$ cat src/rtl/recovery_fetch_router.sv
// Steers core instruction fetches to the recovery ROM window or main memory, one fetch outstanding.
// Latency: ROM 1 cycle (1 word/cycle back-to-back); memory as granted/returned by mem_*; no timeout.
module recovery_fetch_router #(
    parameter logic [31:0] ROM_BASE = 32'h0004_0080,
    parameter logic [31:0] ROM_SIZE = 32'h0000_0100,
    parameter int          CNT_W    = 16
) (
    input  logic             clk_i,
    input  logic             rst_i,
    input  logic             core_req_i,
    input  logic [31:0]      core_addr_i,
    output logic             core_gnt_o,
    output logic             core_rvalid_o,
    output logic [31:0]      core_rdata_o,
    output logic             rom_req_o,
    output logic [31:0]      rom_addr_o,
    input  logic [31:0]      rom_rdata_i,
    output logic             mem_req_o,
    output logic [31:0]      mem_addr_o,
    input  logic             mem_gnt_i,
    input  logic             mem_rvalid_i,
    input  logic [31:0]      mem_rdata_i,
    output logic [CNT_W-1:0] rom_fetch_cnt_o,
    output logic             busy_o
);

    typedef enum logic [1:0] {
        IDLE    = 2'd0,
        ROM_RSP = 2'd1,
        MEM_RSP = 2'd2
    } state_t;

    state_t           state_q, state_d;
    logic [CNT_W-1:0] cnt_q, cnt_d;

    logic [31:0] addr_off;
    logic        in_win;
    logic        can_accept;
    logic        rom_grant;
    logic        mem_try;
    logic        mem_grant;

    // Subtract-then-compare keeps the decode correct even if the window touches 2^32.
    assign addr_off   = core_addr_i - ROM_BASE;
    assign in_win     = (core_addr_i >= ROM_BASE) && (addr_off < ROM_SIZE);
    assign can_accept = (state_q != MEM_RSP);
    assign rom_grant  = can_accept && core_req_i && in_win;
    assign mem_try    = can_accept && core_req_i && !in_win;
    assign mem_grant  = mem_try && mem_gnt_i;

    always_comb begin
        state_d = state_q;
        case (state_q)
            MEM_RSP: begin
                if (mem_rvalid_i) begin
                    state_d = IDLE;
                end
            end
            default: begin
                if (rom_grant) begin
                    state_d = ROM_RSP;
                end else if (mem_grant) begin
                    state_d = MEM_RSP;
                end else begin
                    state_d = IDLE;
                end
            end
        endcase
    end

    always_comb begin
        cnt_d = cnt_q;
        if (rom_grant && (cnt_q != {CNT_W{1'b1}})) begin
            cnt_d = cnt_q + 1'b1;
        end
    end

    always_ff @(posedge clk_i) begin
        if (rst_i) begin
            state_q <= IDLE;
            cnt_q   <= '0;
        end else begin
            state_q <= state_d;
            cnt_q   <= cnt_d;
        end
    end

    // Every output is forced low while reset is asserted, including the pass-through addresses.
    always_comb begin
        core_gnt_o      = 1'b0;
        core_rvalid_o   = 1'b0;
        core_rdata_o    = 32'd0;
        rom_req_o       = 1'b0;
        rom_addr_o      = 32'd0;
        mem_req_o       = 1'b0;
        mem_addr_o      = 32'd0;
        rom_fetch_cnt_o = '0;
        busy_o          = 1'b0;
        if (!rst_i) begin
            rom_addr_o      = {core_addr_i[31:2], 2'b00};
            mem_addr_o      = core_addr_i;
            rom_fetch_cnt_o = cnt_q;
            busy_o          = (state_q != IDLE);
            rom_req_o       = rom_grant;
            mem_req_o       = mem_try;
            core_gnt_o      = rom_grant || mem_grant;
            if (state_q == ROM_RSP) begin
                core_rvalid_o = 1'b1;
                core_rdata_o  = rom_rdata_i;
            end else if ((state_q == MEM_RSP) && mem_rvalid_i) begin
                core_rvalid_o = 1'b1;
                core_rdata_o  = mem_rdata_i;
            end
        end
    end

endmodule

$ cat config.mk
export PLATFORM = sky130hd
export DESIGN_NAME = recovery_fetch_router
export DESIGN_NICKNAME = d
export VERILOG_FILES = /design/src/rtl/recovery_fetch_router.sv
export SDC_FILE = /design/constraint.sdc
export NUM_CORES = 1
export LEC_CHECK = 0
export BUFFER_PORTS_ARGS = -buffer_cell sky130_fd_sc_hd__buf_2
export CORE_MARGIN = 4
export CORE_UTILIZATION = 34
export DETAILED_ROUTE_END_ITERATION = 10
export PLACE_DENSITY = 0.78
export SETUP_SLACK_MARGIN = 0.2
export SLEW_MARGIN = 10
export SYNTH_ARGS = -nofsm -noshare
export SYNTH_HDL_FRONTEND = slang
export SYNTH_SLANG_ARGS = --single-unit
export TNS_END_PERCENT = 100
$ cat constraint.sdc
create_clock -name clk_i -period 3.3 [get_ports clk_i]
set_input_delay 0.495 -clock clk_i [delete_from_list [all_inputs] [get_ports clk_i]]
set_output_delay 0.495 -clock clk_i [all_outputs]
set_load 0.01 [all_outputs]
==> impl_metrics.ini <==
[placement]
pre_cts_ws_ns = -0.204
dpl_cell_area_um2 = 3420
portBuffers = 215
gp_congestion = 0.876
dp.final_hpwl_mm = 7.21

[drt]
detail-route-antenna-nets = 0
via_count = 3197
wl_per_cell_um = 14.5
drtPass1Iterations = 4
drc_errors = 0
initialDrtViolationCount = 147
via_per_inst = 5.10
wl_mm = 9.11

[pwr]
internal_power_uw = 457
total_leakage_power_uw = 0.00192
p_switching_uw = 222
clock_power_share_pct = 26.5
combPwrFrac_pct = 41.3
p_sw_share_pct = 32.7
power.share.sequential_pct = 32.2
powerDensity_nw_per_um2 = 183
max-vdd-ir-drop_uv = 133

[yosys]
synthCells = 342
ys_ff_latch = 18
netlist_area_um2 = 2350
synth-simple-area-share_pct = 43.2
synth-seq-area-share_pct = 15.4
synth_edf_count = 0
synth_top_family_by_area = simple AND/OR/NAND/NOR gates
synth-xor-area-share_pct = 3.36
synth_compound_area_share_pct = 18.6
syn_area_per_cell_um2 = 6.86
synth_flop_cell = dfxtp_1
muxShareOfSynthArea_pct = 3.25
async_flop_share_pct = 0
yosysWarnings = 0
synth-adder-area-share_pct = 1.07
ys_types = 54

[finish]
utilization_pct = 54.8
area_growth_pct = 57.8
nets = 649
drive_above_1_share_pct = 52.8
stdcell_area_um2 = 3700

[timing]
fin_crit_sh_pct = 103
timing.hold.ws_ns = 0.464
period_needed_ns = 3.41
worst_pin_slew_ns = 0.987
fin_ws_ns = -0.109
final_hold_viol_count = 0
setup_viol = 3
max_freq_mhz = 293
skew_ns = 0.00147
slew_headroom_pct = 34.2
rsz0062_at_grt = true
slew_violations = 0

[critical_path]
worstPathMaxFanout = 6
path_buf_inv = 4
crit_type = in -> out
critical_path.max_stage_delay_ns = 0.58
path_cells = buf_6, or4_4, buf_6, o31a_1, buf_4, nand2_2, nand4_1, or4_4, nor2_4, o21a_1, buf_2
cp-end-kind = primary output
critPathArrivalTime_ns = 2.91
start_kind = input pin
cp_top_family = simple AND/OR/NAND/NOR gates
worstPathRequired_ns = 2.80
crit_slowest_cell = or4_4

[grt]
grt_pass1_wl_mm = 14.0
grt_pass1_vias = 3015
grt_max_degree = 104
grt.total_usage_pct = 19.9
antenna_found_initial = 2
grt_overflow = 0

[floorplan]
rows = 30
die_x_um = 91.1
die_y_um = 91.1
initial_core_util_pct = 34.7
core-area_um2 = 6760
num_io_pins = 218
dieArea_um2 = 8300

[cts]
clk_pin_slew_ns = 0.07
clock_path_buffers = 2
cts_buffers = 3
clkSinkCount = 18
cts-root-buf = clkbuf_8
cts_tree = yes
htreeDepth = 1
clock_latency_ns = 0.25

[job]
drv_cap = 0

[status]
status = finished, violations left
violations = setup timing

[worst_hold_path]
hp-class = in -> reg
[flip-flops by register name, summed over array words and instances (netlist names)]
name / flops
cnt_q: 16
state_q: 2
[power by group through the flow]
| stage | logic (uW) | registers [uW] | clock network, uW |
|---|---|---|---|
| floorplan | 138 | 223 | 0 |
| global placement | 255 | 223 | 0 |
| detailed placement | 258 | 224 | 0 |
| CTS | 273 | 219 | 184 |
| global route | 305 | 218 | 196 |
| finish | 281 | 219 | 180 |
[path summary, 6_finish.rpt]
check	from	to	slack [ns]	cells past startpoint
worst min register to register	cnt_q[10]$_SDFFE_PP0P_	cnt_q[10]$_SDFFE_PP0P_	0.52	2
worst max-delay path	core_addr_i[13]	core_gnt_o	-0.11	11
worst max register to register	cnt_q[0]$_SDFFE_PP0P_	cnt_q[7]$_SDFFE_PP0P_	0.93	8
worst min-delay path	mem_rvalid_i	state_q[1]$_SDFFE_PP0P_	0.46	2
[routing by layer]
| metal | share of wire, % | GRT usage, % |
|---|---|---|
| met5 | 0 | 0 |
| met4 | 2.7 | 7.29 |
| met3 | 6.5 | 2.82 |
| met2 | 50 | 35.1 |
| met1 | 41 | 24.4 |
[Yosys cell counts (all sizes together) (2+ instances only)]
cell type / number / area (um2)
clkbuf: 19 / 71.3
mux2i: 2 / 20.0
nor4b: 2 / 17.5
nand4: 8 / 50.1
or4: 8 / 67.6
and3: 6 / 37.5
inv: 5 / 18.8
nand4bb: 3 / 33.8
ha: 2 / 25.0
a21oi: 3 / 18.8
dfxtp: 18 / 360
nor3: 7 / 35.0
o31a: 3 / 26.3
nor2: 65 / 244
nor4: 5 / 31.3
or2: 2 / 12.5
nand3: 3 / 15.0
xnor2: 4 / 35.0
nand2: 14 / 52.6
nor2b: 46 / 288
mux2: 5 / 56.3
nand3b: 2 / 15.0
o21ai: 8 / 40.0
and4: 5 / 43.8
xor2: 5 / 43.8
buf: 35 / 262
a22oi: 32 / 240
or3: 4 / 25.0
[cell families after synthesis]
| family | after synthesis |
|---|---|
| xor gates and xnor gates | 9 |
| AOI/OAI and AO/OA | 60 |
| DFF | 18 |
| adders and majority gates | 2 |
| muxes | 7 |
| and+or+nand+nor | 186 |
| buffers and inverters | 59 |
| other | 1 |
[area by class of cell]
type / count / area [um2]
diodes: 2 / 5.00
clock buffers: 4 / 55.1
fillers: 648 / 3050
inverters: 5 / 18.8
multi-input cells: 266 / 1770
flip-flops and latches: 18 / 360
well taps: 80 / 100
repair buffers: 252 / 1390
[through the flow]
stage / power, uW / cells / setup TNS (ns)
3_5_place_dp: 482 / 611 / -0.717
4_1_cts: 675 / 621 / -0.213
5_1_grt: 719 / 627 / -0.373
2_1_floorplan: 361 / 343 / 0
3_3_place_gp: 478 / 611 / -0.321
6_report: 679 / 627 / -0.307
[timing repair]
| action | CTS | global route |
|---|---|---|
| buffers inserted | 6 | 4 |
| resized for setup | 21 | 11 |
| endpoints found under the setup margin | 4 | 8 |
| hold buffers | 0 | 0 |
| gates cloned | 0 | 0 |
| pin swaps | 10 | 6 |
[placed cells by master, fill, tap and decap left out, types with 3 or more instances in the layout]
cell | Yosys | layout
nand2_1 | 14 | 13
mux2_2 | 5 | 4
xnor2_1 | 4 | 4
nand4_1 | 8 | 8
nor3_1 | 7 | 5
and3_1 | 6 | 6
buf_4 | 32 | 36
nor2b_1 | 46 | 45
dfxtp_1 | 18 | 18
nor2_1 | 65 | 63
o21ai_0 | 7 | 5
and4_1 | 5 | 4
clkbuf_8 | 0 | 4
nand4bb_1 | 3 | 3
a22oi_1 | 32 | 32
buf_2 | 2 | 210
or4_4 | 2 | 6
inv_1 | 5 | 3
o31a_1 | 3 | 3
xor2_1 | 5 | 5
nand3_1 | 3 | 3
buf_6 | 1 | 5
or3_1 | 4 | 4
No activity file was read; power rests on OpenSTA's default activity.
